--- src/rtl/nibble_bus_responder_if.sv ---
// Bundle of the serialized request/response bus and the word-wide memory
// port seen by nibble_bus_responder. The slave modport is the responder's
// view; the master modport is the far side (pads + memory).
interface nibble_bus_responder_if #(
  parameter int ADDR_W = 8
);
  logic [3:0]        req_nibble_i;
  logic              req_strb_i;
  logic              req_write_i;
  logic [ADDR_W-1:0] req_addr_i;
  logic              req_valid_i;
  logic              req_ready_o;
  logic [3:0]        rsp_nibble_o;
  logic              rsp_valid_o;
  logic              rsp_ready_i;
  logic              mem_req_o;
  logic              mem_gnt_i;
  logic [ADDR_W-1:0] mem_addr_o;
  logic              mem_we_o;
  logic [3:0]        mem_be_o;
  logic [31:0]       mem_wdata_o;
  logic              mem_rvalid_i;
  logic [31:0]       mem_rdata_i;
  logic              proto_err_o;

  modport slave (
    input  req_nibble_i, req_strb_i, req_write_i, req_addr_i, req_valid_i,
    output req_ready_o,
    output rsp_nibble_o, rsp_valid_o,
    input  rsp_ready_i,
    output mem_req_o, mem_addr_o, mem_we_o, mem_be_o, mem_wdata_o,
    input  mem_gnt_i, mem_rvalid_i, mem_rdata_i,
    output proto_err_o
  );

  modport master (
    output req_nibble_i, req_strb_i, req_write_i, req_addr_i, req_valid_i,
    input  req_ready_o,
    input  rsp_nibble_o, rsp_valid_o,
    output rsp_ready_i,
    input  mem_req_o, mem_addr_o, mem_we_o, mem_be_o, mem_wdata_o,
    output mem_gnt_i, mem_rvalid_i, mem_rdata_i,
    input  proto_err_o
  );
endinterface

--- src/rtl/nibble_bus_responder.sv ---
// Far-end responder of the 4-bit serialized memory bus: collects request
// nibbles into a 32-bit word with byte enables, issues one req/gnt/rvalid
// memory access, and streams read data back as 8 LSB-first nibbles.
// Optional feature macro: NIBBLE_RSP_WRITE_ACK_EN (one 4'h0 response beat
// acknowledges every granted write).
module nibble_bus_responder #(
  parameter int ADDR_W = 8,
  parameter int BEATS  = 8
) (
  input logic                    clk,
  input logic                    rst,
  nibble_bus_responder_if.slave  bus
);

  typedef enum logic [2:0] {
    IDLE     = 3'd0,
    COLLECT  = 3'd1,
    MEM_REQ  = 3'd2,
    MEM_WAIT = 3'd3,
    RESP     = 3'd4
  } state_t;

  localparam logic [2:0] LAST_BEAT = 3'(BEATS - 1);

  // A byte is enabled only when both of its nibble strobes are set.
  function automatic logic [3:0] be_from_strb(input logic [7:0] s);
    logic [3:0] be;
    for (int k = 0; k < 4; k++) begin
      be[k] = s[2*k] & s[2*k+1];
    end
    return be;
  endfunction

  // Any byte whose two nibble strobes disagree is a protocol error.
  function automatic logic strb_mismatch(input logic [7:0] s);
    logic m;
    m = 1'b0;
    for (int k = 0; k < 4; k++) begin
      m = m | (s[2*k] ^ s[2*k+1]);
    end
    return m;
  endfunction

  state_t            state_q, state_d;
  logic [2:0]        cnt_q, cnt_d;
  logic [ADDR_W-1:0] addr_q, addr_d;
  logic              we_q, we_d;
  logic [31:0]       data_q, data_d;
  logic [7:0]        strb_q, strb_d;
  logic [31:0]       shift_q, shift_d;
  logic [3:0]        be_q, be_d;
  logic              err_q, err_d;
  logic              ready_q, ready_d;
  logic              mem_req_q, mem_req_d;
  logic              rsp_valid_q, rsp_valid_d;
  logic              req_beat_s;

  assign req_beat_s = bus.req_valid_i & ready_q;

  // Next-state and datapath updates for the request/memory/response sequence.
  always_comb begin
    state_d = state_q;
    cnt_d   = cnt_q;
    addr_d  = addr_q;
    we_d    = we_q;
    data_d  = data_q;
    strb_d  = strb_q;
    shift_d = shift_q;
    be_d    = be_q;
    err_d   = 1'b0;
    case (state_q)
      IDLE: begin
        if (req_beat_s) begin
          addr_d = bus.req_addr_i;
          we_d   = bus.req_write_i;
          if (bus.req_write_i) begin
            data_d[3:0] = bus.req_nibble_i;
            strb_d[0]   = bus.req_strb_i;
            cnt_d       = 3'd1;
            state_d     = COLLECT;
          end else begin
            cnt_d   = 3'd0;
            be_d    = 4'hF;
            state_d = MEM_REQ;
          end
        end else begin
          state_d = IDLE;
        end
      end
      COLLECT: begin
        if (req_beat_s) begin
          data_d[4*cnt_q +: 4] = bus.req_nibble_i;
          strb_d[cnt_q]        = bus.req_strb_i;
          if (cnt_q == LAST_BEAT) begin
            cnt_d   = 3'd0;
            be_d    = be_from_strb(strb_d);
            err_d   = strb_mismatch(strb_d);
            state_d = MEM_REQ;
          end else begin
            cnt_d = cnt_q + 3'd1;
          end
        end else begin
          state_d = COLLECT;
        end
      end
      MEM_REQ: begin
        if (bus.mem_gnt_i) begin
          if (we_q) begin
`ifdef NIBBLE_RSP_WRITE_ACK_EN
            // Single zero beat: start the counter at the last beat.
            shift_d = 32'h0000_0000;
            cnt_d   = LAST_BEAT;
            state_d = RESP;
`else
            state_d = IDLE;
`endif
          end else if (bus.mem_rvalid_i) begin
            shift_d = bus.mem_rdata_i;
            cnt_d   = 3'd0;
            state_d = RESP;
          end else begin
            state_d = MEM_WAIT;
          end
        end else begin
          state_d = MEM_REQ;
        end
      end
      MEM_WAIT: begin
        if (bus.mem_rvalid_i) begin
          shift_d = bus.mem_rdata_i;
          cnt_d   = 3'd0;
          state_d = RESP;
        end else begin
          state_d = MEM_WAIT;
        end
      end
      RESP: begin
        if (bus.rsp_ready_i) begin
          shift_d = {4'h0, shift_q[31:4]};
          if (cnt_q == LAST_BEAT) begin
            cnt_d   = 3'd0;
            state_d = IDLE;
          end else begin
            cnt_d = cnt_q + 3'd1;
          end
        end else begin
          state_d = RESP;
        end
      end
      default: begin
        state_d = IDLE;
      end
    endcase
    // Handshake outputs are registered copies of the next state's decode.
    ready_d     = (state_d == IDLE) || (state_d == COLLECT);
    mem_req_d   = (state_d == MEM_REQ);
    rsp_valid_d = (state_d == RESP);
  end

  // State and datapath registers; reset abandons any transaction in flight.
  always_ff @(posedge clk or posedge rst) begin
    if (rst) begin
      state_q     <= IDLE;
      cnt_q       <= 3'd0;
      addr_q      <= '0;
      we_q        <= 1'b0;
      data_q      <= 32'h0000_0000;
      strb_q      <= 8'h00;
      shift_q     <= 32'h0000_0000;
      be_q        <= 4'h0;
      err_q       <= 1'b0;
      ready_q     <= 1'b0;
      mem_req_q   <= 1'b0;
      rsp_valid_q <= 1'b0;
    end else begin
      state_q     <= state_d;
      cnt_q       <= cnt_d;
      addr_q      <= addr_d;
      we_q        <= we_d;
      data_q      <= data_d;
      strb_q      <= strb_d;
      shift_q     <= shift_d;
      be_q        <= be_d;
      err_q       <= err_d;
      ready_q     <= ready_d;
      mem_req_q   <= mem_req_d;
      rsp_valid_q <= rsp_valid_d;
    end
  end

  assign bus.req_ready_o  = ready_q;
  assign bus.rsp_nibble_o = shift_q[3:0];
  assign bus.rsp_valid_o  = rsp_valid_q;
  assign bus.mem_req_o    = mem_req_q;
  assign bus.mem_addr_o   = addr_q;
  assign bus.mem_we_o     = we_q;
  assign bus.mem_be_o     = be_q;
  assign bus.mem_wdata_o  = data_q;
  assign bus.proto_err_o  = err_q;

endmodule

--- src/flat_wrapper.sv ---
// flat-port wrapper written by rule: the top's interface ports become plain ports
module nibble_bus_responder_flat 
#(
  parameter int ADDR_W = 8,
  parameter int BEATS  = 8
)
  (clk, rst, bus_req_nibble_i, bus_req_strb_i, bus_req_write_i, bus_req_addr_i, bus_req_valid_i, bus_req_ready_o, bus_rsp_nibble_o, bus_rsp_valid_o, bus_rsp_ready_i, bus_mem_req_o, bus_mem_addr_o, bus_mem_we_o, bus_mem_be_o, bus_mem_wdata_o, bus_mem_gnt_i, bus_mem_rvalid_i, bus_mem_rdata_i, bus_proto_err_o);
  nibble_bus_responder_if #(.ADDR_W(ADDR_W)) bus_i ();
  input logic clk;
  input logic rst;
  input wire logic [$bits(bus_i.req_nibble_i)-1:0] bus_req_nibble_i;
  input wire logic [$bits(bus_i.req_strb_i)-1:0] bus_req_strb_i;
  input wire logic [$bits(bus_i.req_write_i)-1:0] bus_req_write_i;
  input wire logic [$bits(bus_i.req_addr_i)-1:0] bus_req_addr_i;
  input wire logic [$bits(bus_i.req_valid_i)-1:0] bus_req_valid_i;
  output wire logic [$bits(bus_i.req_ready_o)-1:0] bus_req_ready_o;
  output wire logic [$bits(bus_i.rsp_nibble_o)-1:0] bus_rsp_nibble_o;
  output wire logic [$bits(bus_i.rsp_valid_o)-1:0] bus_rsp_valid_o;
  input wire logic [$bits(bus_i.rsp_ready_i)-1:0] bus_rsp_ready_i;
  output wire logic [$bits(bus_i.mem_req_o)-1:0] bus_mem_req_o;
  output wire logic [$bits(bus_i.mem_addr_o)-1:0] bus_mem_addr_o;
  output wire logic [$bits(bus_i.mem_we_o)-1:0] bus_mem_we_o;
  output wire logic [$bits(bus_i.mem_be_o)-1:0] bus_mem_be_o;
  output wire logic [$bits(bus_i.mem_wdata_o)-1:0] bus_mem_wdata_o;
  input wire logic [$bits(bus_i.mem_gnt_i)-1:0] bus_mem_gnt_i;
  input wire logic [$bits(bus_i.mem_rvalid_i)-1:0] bus_mem_rvalid_i;
  input wire logic [$bits(bus_i.mem_rdata_i)-1:0] bus_mem_rdata_i;
  output wire logic [$bits(bus_i.proto_err_o)-1:0] bus_proto_err_o;
  assign bus_i.req_nibble_i = bus_req_nibble_i;
  assign bus_i.req_strb_i = bus_req_strb_i;
  assign bus_i.req_write_i = bus_req_write_i;
  assign bus_i.req_addr_i = bus_req_addr_i;
  assign bus_i.req_valid_i = bus_req_valid_i;
  assign bus_req_ready_o = bus_i.req_ready_o;
  assign bus_rsp_nibble_o = bus_i.rsp_nibble_o;
  assign bus_rsp_valid_o = bus_i.rsp_valid_o;
  assign bus_i.rsp_ready_i = bus_rsp_ready_i;
  assign bus_mem_req_o = bus_i.mem_req_o;
  assign bus_mem_addr_o = bus_i.mem_addr_o;
  assign bus_mem_we_o = bus_i.mem_we_o;
  assign bus_mem_be_o = bus_i.mem_be_o;
  assign bus_mem_wdata_o = bus_i.mem_wdata_o;
  assign bus_i.mem_gnt_i = bus_mem_gnt_i;
  assign bus_i.mem_rvalid_i = bus_mem_rvalid_i;
  assign bus_i.mem_rdata_i = bus_mem_rdata_i;
  assign bus_proto_err_o = bus_i.proto_err_o;
  nibble_bus_responder #(.ADDR_W(ADDR_W), .BEATS(BEATS)) u_core (.clk(clk), .rst(rst), .bus(bus_i));
endmodule
--- config.mk ---
export PLATFORM = sky130hd
export DESIGN_NAME = nibble_bus_responder_flat
export DESIGN_NICKNAME = d
export VERILOG_FILES = /design/src/rtl/nibble_bus_responder_if.sv /design/src/rtl/nibble_bus_responder.sv /design/src/flat_wrapper.sv
export SDC_FILE = /design/constraint.sdc
export NUM_CORES = 1
export LEC_CHECK = 0
export ABC_AREA = 1
export BUFFER_PORTS_ARGS = -buffer_cell sky130_fd_sc_hd__buf_2
export CAP_MARGIN = 20
export CORE_ASPECT_RATIO = 2
export CORE_MARGIN = 10
export CORE_UTILIZATION = 44
export CTS_CLUSTER_SIZE = 8
export DETAILED_ROUTE_END_ITERATION = 7
export GPL_TIMING_DRIVEN = 0
export HOLD_SLACK_MARGIN = 0.02
export PLACE_DENSITY = 0.73
export SKIP_CTS_REPAIR_TIMING = 1
export SYNTH_ARGS = -nofsm -noshare
export SYNTH_HDL_FRONTEND = slang
export SYNTH_SLANG_ARGS = --single-unit
export TNS_END_PERCENT = 50
--- constraint.sdc ---
create_clock -name clk -period 4.2 [get_ports clk]
set_input_delay 0.84 -clock clk [delete_from_list [all_inputs] [get_ports clk]]
set_output_delay 0.84 -clock clk [all_outputs]
set_load 0.02 [all_outputs]
==> impl_metrics.toml, run 1 <==
[timing]
min_period_ns = 2.557
hold_ws_ns = 0.4725
max_freq_ghz = 0.3910
period_share_pct = 60.89
tightest_slew_ns = 0.6121
fin_tns_setup_ns = 0
setup_viol = 0
hold_viol_final = 0
relSlewSlack_pct = 59.19
rsz0062_at_grt = "false"
drv_slew = 0
finClkSkew_ns = 0.01059

[synthesis]
synth_edf_count = 0
yosys-top-cells-area = "dfrtp_1, nand2_1, o21ai_0"
syn_nets = 718
yosys.area.top_type = "dfrtp_1"
syn_avg_cell_area_um2 = 7.405
syn_area_um2 = 4872
synth-seq-cells = 95
ys_warn_count = 0
synth_most_common_cell = "nand2_1"
synth.top_cell.area_share_pct = 48.79
ys_async_sr_fraction_pct = 100.0
synthTopCellsByCount = "nand2_1, dfrtp_1, inv_1, o21ai_0, nor2_1"
seq_area_frac_synth_pct = 48.79
synth_flop_cell = "dfrtp_1"
ys_types = 26
synthCells = 658

[worst_setup_path]
required_ns = 4.43
crit_path_max_fanout = 10
r2r_slack_ns = 1.64
arrival_ns = 2.79
crit_start = "u_core.cnt_q[0]"
rr_worst_depth = 11
setup.worst_path.end_class = "flip-flop"
reg2reg_from = "u_core.cnt_q[0]"
r2r_end = "u_core.bus.mem_wdata_o[16]"
start_kind = "flip-flop"
worst-setup-path-type = "reg2reg"

[hold_path]
worstHoldStart = "u_core.bus.mem_addr_o[1]"
hold_end = "u_core.bus.mem_addr_o[1]"
hold_class = "reg2reg"
min_path_cells = 2

[floorplanning]
core_area_um2 = 10880
die_h_um = 168.8
die-area_um2 = 15940
die_w_um = 94.41
ios = 105
initial_core_util_pct = 44.79
rows = 54

[placed_design]
placed_cells = 903
place.gp.congestion = 0.8995
port_buffers = 104
dp_hpwl_mm = 10.42

[power_and_ir_drop]
power_leakage_nw = 3.279
pwr_density_cell_nw_per_um2 = 715.1
switchingPower_mw = 1.911
p_int_mw = 2.276
switching_share_pct = 45.64
total_power_mw = 4.187
irDropWorstVdd_v = 0.0003131
pwr-share-comb_pct = 48.3
power_frac_seq_pct = 34.5
clock_power_share_pct = 17.2

[detailed_routing]
wl_mm = 13.28
antenna_left = 0
drc = 0
drt-vias-per-instance = 5.019
drt-pass1-iter-count = 4
first_iter_violations = 205
dr_total_vias = 4607
wire_per_inst_um = 14.47

[grt]
grt_overflow = 0
grt_pass1_wl_mm = 21.81
groute.usage.overall_pct = 17.06
antenna_found_initial = 0
grt_max_degree = 50
grt_pass1_vias = 4752

[layout]
final_cells = 918
syn2layout_area_growth_pct = 20.18
antenna_cells = 0
nets = 834
drive_above_1_share_pct = 20.31

[cts]
path_clk_slew_ns = 0.07
max-clock-path-buffers = 2
htreeDepth = 3
cts_buffers = 9
cts_tree = "built"
clockRootBuffer = "clkbuf_16"
cts_sinks = 95
insertion_delay_ns = 0.33

[flow_run]
max_cap_violations = 0

[outcome]
status = "finished, final reports clean"
## logic make-up (layout without fill, tap and decap cells)
group	Yosys count	count (layout)	share of synthesized area, %
compound gates	45	45	4.700
fa+ha+maj	8	8	2.055
buf+inv	72	192	7.139
flops	95	95	48.79
simple gates	438	438	37.31
## area by class of cell
class / count / area [um2]
clock inverter: 3 / 21.27
tap: 140 / 175.2
sequential: 95 / 2377
buffer: 27 / 176.4
inverter: 45 / 173.9
timing repair buffer: 105 / 548.0
clock buffer: 12 / 236.5
fill: 1069 / 5022
multi-input combinational: 491 / 2147
## how the worst max path moves through the flow
stage / endpoint / slack (ns) / depth (start not counted)
floorplan: u_core.bus.mem_addr_o[0] / 0.88 / 1
global placement: u_core.bus.mem_wdata_o[19] / -0.09 / 2
detailed placement: u_core.bus.mem_wdata_o[16] / 1.67 / 11
CTS: u_core.bus.mem_wdata_o[16] / 1.66 / 11
global route: u_core.bus.mem_wdata_o[16] / 1.41 / 12
finish: u_core.bus.mem_wdata_o[16] / 1.64 / 11
## worst max-delay path, cell delays in order, from the launching register on
cell      delay [ns]
dfrtp_1         0.35
buf_2           0.18
inv_1           0.13
buf_2           0.21
ha_1            0.21
ha_1            0.26
buf_2           0.22
clkinv_1        0.22
nor2_1          0.35
nand4_1         0.18
nand2_1         0.10
inv_1           0.04
## through the flow
step	cell area, um2	util (%)	worst slack [ns]
2_1_floorplan	4872	-	0.8830
3_3_place_gp	5568	51.18	-0.09392
3_5_place_dp	5598	51.46	1.665
4_1_cts	5856	53.83	1.656
5_1_grt	5856	53.83	1.409
6_report	5856	53.83	1.643
## layer usage
layer / vias up / track usage (%) / share of wire (%)
met4: 0 / 10.70 / 4.2
li1: 2289 / - / -
met2: 139 / 30.73 / 53
met1: 2145 / 16.81 / 37
met3: 34 / 3.722 / 5.8
met5: - / 0 / 0
## layout by cell type, fill, tap and decap left out, drive strengths merged
cell / Yosys / final
buf: 22 / 127
nor4: 1 / 1
clkinv: 2 / 4
nand3: 34 / 34
nand4: 17 / 17
clkinvlp: 0 / 1
nor2: 38 / 38
nor3: 11 / 11
nand2: 337 / 337
clkbuf: 5 / 17
inv: 43 / 43
ha: 8 / 8
o21ai: 45 / 45
dfrtp: 95 / 95
## power groups by stage
| stage | sequential (mW) | combinational (mW) | clock [mW] |
|---|---|---|---|
| after floorplan | 1.57 | 1.30 | 0 |
| after global placement | 1.44 | 1.95 | 0 |
| after detailed placement | 1.45 | 2.02 | 0 |
| after CTS | 1.44 | 2.03 | 0.747 |
| after global routing | 1.48 | 2.27 | 0.785 |
| final | 1.44 | 2.02 | 0.722 |
## registers in the layout (all words and copies together), names as in the netlist
register,cells
u_core.bus.mem_addr_o,8
u_core.bus.mem_be_o,4
u_core.bus.mem_req_o,1
u_core.bus.mem_wdata_o,32
u_core.bus.mem_we_o,1
u_core.bus.proto_err_o,1
u_core.bus.req_ready_o,1
u_core.bus.rsp_valid_o,1
u_core.cnt_q,3
u_core.shift_q,32
u_core.state_q,3
u_core.strb_q,8
No activity file was read; power rests on OpenSTA's default activity.
==> run 2, diff against run 1 <==
- PLACE_DENSITY: 0.73 -> 0.75
- clock period: 4.2 -> 2.15 ns (I/O delays scaled with it)
==> run 2 against run 1 <==
Net effect: final area up 5.1%; clock power up 130%; global-route usage down 0.56 points; register-to-register slack worse by 1.6 ns; wire length up 0.39%; first-iteration DRC count down 8.3%; combinational power up 120%; via count down 0.69%; cell count up 1.4%; non-clock buffer count up 11; power up 110%; critical path type unchanged; highest routed layer unchanged.
==> impl_metrics.toml, run 2 (synthesis results as in run 1) <==
[outcome]
status = "finished, final reports clean"

[grt]
grt_overflow = 0
grt_pass1_wl_mm = 21.11
groute.usage.overall_pct = 16.50
antenna_found_initial = 1
grt_max_degree = 43
grt_pass1_vias = 4412

[cts]
cts_sinks = 95
cts_tree = "built"
insertion_delay_ns = 0.34
cts_buffers = 9
htreeDepth = 3
path_clk_slew_ns = 0.07
max-clock-path-buffers = 2
clockRootBuffer = "clkbuf_16"

[timing]
setup_viol = 0
rsz0062_at_grt = "true"
tightest_slew_ns = 0.4838
drv_slew = 0
min_period_ns = 2.131
period_share_pct = 99.13
finClkSkew_ns = 0.007321
max_freq_ghz = 0.4692
relSlewSlack_pct = 67.75
hold_viol_final = 0

[detailed_routing]
wire_per_inst_um = 14.32
antenna_left = 0
first_iter_violations = 188
drc = 0
wl_mm = 13.33
drt-vias-per-instance = 4.914
drt-pass1-iter-count = 5
dr_total_vias = 4575

[worst_setup_path]
setup.worst_path.end_class = "flip-flop"
start_kind = "flip-flop"
crit_family = "buffers and inverters"
cpPeakStageDelay_ns = 0.42
arrival_ns = 2.41
crit_chain = "buf_6, inv_4, buf_6, ha_1, clkbuf_1, nand4_1, nor2_1, nand3_1, nand2_1"
required_ns = 2.43
cpMostUsedCell = "buf_6"
crit_path_max_fanout = 10
worst-setup-path-type = "reg2reg"
crit_start = "u_core.cnt_q[0]"
crit_slowest_cell = "clkbuf_1"
cp_num_buf_inv = 4
reg2reg_from = "u_core.cnt_q[0]"

[placed_design]
placed_cells = 904
place.gp.congestion = 0.8754
port_buffers = 104
dp_hpwl_mm = 10.18

[power_and_ir_drop]
switchingPower_mw = 4.001
pwr_density_cell_nw_per_um2 = 1462
pwr-share-comb_pct = 50.3
irDropWorstVdd_v = 0.0006225
p_int_mw = 4.991
power_leakage_nw = 3.389
clock_power_share_pct = 18.5
power_frac_seq_pct = 31.2
switching_share_pct = 44.50
total_power_mw = 8.992

[flow_run]
max_cap_violations = 0

[floorplanning]
ios = 105
die_w_um = 94.41
rows = 54
die_h_um = 168.8
die-area_um2 = 15940
initial_core_util_pct = 44.79
core_area_um2 = 10880

[layout]
drive_above_1_share_pct = 24.78
final_cell_mix = "nand2_1, buf_2, dfrtp_1"
nets = 846
final_cells = 931
antenna_cells = 0
syn2layout_area_growth_pct = 26.27
utilization_pct = 56.56
final_common_cell = "nand2_1"

[hold_path]
hold_class = "in2async"
## run 2: worst paths after layout
| kind | to | slack [ns] | cells past startpoint |
|---|---|---|---|
| max | u_core.bus.mem_wdata_o[27] | 0.02 | 9 |
| min | u_core.shift_q[0] | 0.10 | 2 |
| max reg2reg | u_core.bus.mem_wdata_o[27] | 0.02 | 9 |
| min reg2reg | u_core.bus.mem_wdata_o[10] | 0.47 | 2 |
| max in group asynchronous | u_core.bus.mem_wdata_o[22] | 1.48 | 3 |
| min in group clk | u_core.bus.mem_addr_o[0] | 0.29 | 3 |
## run 2: power by group through the flow
stage / clock, mW / sequential, mW / combinational (mW)
5_1_grt: 1.78 / 2.89 / 5.03
3_3_place_gp: 0 / 2.82 / 3.84
6_report: 1.66 / 2.81 / 4.52
2_1_floorplan: 0 / 3.07 / 2.54
4_1_cts: 1.71 / 2.80 / 3.95
3_5_place_dp: 0 / 2.83 / 3.92
## run 2: per-stage QoR
step	hold slack (ns)	worst slack [ns]	setup TNS [ns]	instance area, um2
after floorplan	0.4492	-0.007681	-0.04679	4876
after global placement	0.4513	-0.3245	-13.65	5572
after detailed placement	0.4564	-0.3547	-8.657	5612
after CTS	0.1068	-0.3605	-9.017	5931
after global routing	0.1345	-0.1070	-1.336	6152
final	0.1045	0.01881	0	6152
## run 2: routing by layer
layer	global-route usage, %	vias up	routed length, um
li1	-	2316	-
met1	16.57	2119	4826
met2	30.28	116	7316
met3	4.076	24	826
met4	7.641	0	361
met5	0	-	0
## run 2: area by class of cell
type                            count  area, um2
Multi-Input combinational cell    491       2247
Sequential cell                    95       2379
Fill cell                        1030       4726
Tap cell                          140      175.2
Timing Repair Buffer              116      633.1
Clock buffer                       12      266.5
Timing Repair inverter              1      7.507
Clock inverter                      4      52.55
Inverter                           45      181.4
Buffer                             27      210.2
==> run 3, diff against run 2 <==
- REMOVE_ABC_BUFFERS: unset -> 1
==> run 3 against run 2 <==
Net effect: utilization fell by 1.6 points; wire length fell by 1.9%; maximum frequency rose by 1.1%; worst setup slack improved by 0.022 ns; first-iteration DRC count rose by 13%; cell count fell by 1.7%; register-to-register slack improved by 0.02 ns.
==> impl_metrics.toml, run 3 (synthesis results as in run 1) <==
[timing]
drv_slew = 0
worst_slack_ns = 0.04129
relSlewSlack_pct = 60.90
hold_viol_final = 0
period_share_pct = 98.08
hold_ws_ns = 0.1578
max_freq_ghz = 0.4742
tightest_slew_ns = 0.5866
setup_viol = 0
fin_tns_setup_ns = 0
finClkSkew_ns = 0.009332
min_period_ns = 2.109

[placed_design]
dp_hpwl_mm = 9.066
place.gp.congestion = 0.8228
pre_cts_slack_ns = -1.242
port_buffers = 104
postPlaceCellArea_um2 = 5421
placed_cells = 876

[cts]
path_clk_slew_ns = 0.07
insertion_delay_ns = 0.34
cts_sinks = 95
clockRootBuffer = "clkbuf_16"
cts_buffers = 9
htreeDepth = 3
cts_tree = "built"
max-clock-path-buffers = 2

[worst_setup_path]
setup.worst_path.end_class = "flip-flop"
r2r_slack_ns = 0.04
crit_chain = "clkinvlp_4, ha_4, ha_4, clkinvlp_4, buf_4, nand3_1, o21ai_2, nand2_2, nand2_1, nand2_1"
cp_num_buf_inv = 3
arrival_ns = 2.35
crit_slowest_cell = "dfrtp_4"
start_kind = "flip-flop"
cpPeakStageDelay_ns = 0.48
crit_path_max_fanout = 8
rr_worst_depth = 10
r2r_end = "u_core.bus.mem_wdata_o[2]"
reg2reg_from = "u_core.cnt_q[0]"
worst-setup-path-type = "reg2reg"
crit_family = "flip-flops"
required_ns = 2.39

[layout]
regArea_um2 = 2382
final_common_cell = "nand2_1"
drive_above_1_share_pct = 23.00
nets = 829
nFillCells = 1022
utilization_pct = 54.99
fin_area_um2 = 5982
final_cell_mix = "nand2_1, buf_2, dfrtp_1"
syn2layout_area_growth_pct = 22.78
final_cells = 915
multi_input_comb_area_um2 = 2253

[detailed_routing]
wire_per_inst_um = 14.29
wl_mm = 13.07
drt-vias-per-instance = 4.921
antenna_left = 0
drc = 0
drt-pass1-iter-count = 6
first_iter_violations = 213
dr_total_vias = 4503

[grt]
groute.usage.overall_pct = 15.74
antenna_found_initial = 1
grt_max_degree = 52
grt_overflow = 0
grt_pass1_wl_mm = 20.33
grt_pass1_vias = 4313

[power_and_ir_drop]
power_leakage_nw = 3.261
total_power_mw = 8.760
pwr_density_cell_nw_per_um2 = 1464
irDropWorstVdd_v = 0.0005726

[outcome]
status = "finished, final reports clean"

[floorplanning]
die_h_um = 168.8
ios = 105
rows = 54
die-area_um2 = 15940
core_area_um2 = 10880
die_w_um = 94.41
initial_core_util_pct = 44.79

[hold_path]
hold_class = "in2async"

[flow_run]
max_cap_violations = 0
==> run 3: final cells by class <==
cell class                 instances  share of cell area, %
antenna                            1                0.04183
multi-input combinational        493                  37.67
tap                              140                  2.928
clock buffer                      10                  3.828
sequential                        95                  39.82
timing repair inverter             3                 0.3347
timing repair buffer             122                  11.29
inverter                          45                  3.326
clock inverter                     6                 0.7530
==> run 3: how the worst max path moves through the flow <==
stage	from	endpoint	slack, ns	cells after the start
finish	u_core.cnt_q[0]	u_core.bus.mem_wdata_o[2]	0.04	10
global route	u_core.cnt_q[0]	u_core.bus.mem_wdata_o[1]	-0.05	10
CTS	u_core.cnt_q[0]	u_core.bus.mem_wdata_o[16]	-1.25	8
detailed placement	u_core.cnt_q[0]	u_core.bus.mem_wdata_o[16]	-1.24	8
global placement	rst	u_core.bus.mem_wdata_o[30]	-1.91	2
floorplan	rst	u_core.bus.mem_addr_o[0]	-0.76	1
==> run 3: layer usage <==
metal  vias up  track usage [%]  part of all wire, %
li1       2290                -                    -
met1      2066            17.07                   38
met2       123            27.37                   53
met3        24            3.943                  5.9
met4         0            7.442                  2.6
met5         -                0                    0
==> run 3: power by group <==
group | leakage, nW | internal [mW] | switching (mW) | total, mW
combinational | 1.94 | 1.51 | 2.89 | 4.41
clock | 0.126 | 0.791 | 0.707 | 1.50
sequential | 1.20 | 2.44 | 0.414 | 2.86
==> run 3: worst reg2reg max path: stages (launching register included) <==
cell and delay, ns:
dfrtp_4 0.48, clkinvlp_4 0.16, ha_4 0.19, ha_4 0.26, clkinvlp_4 0.12, buf_4 0.16, nand3_1 0.13, o21ai_2 0.26
nand2_2 0.11, nand2_1 0.08, nand2_1 0.05
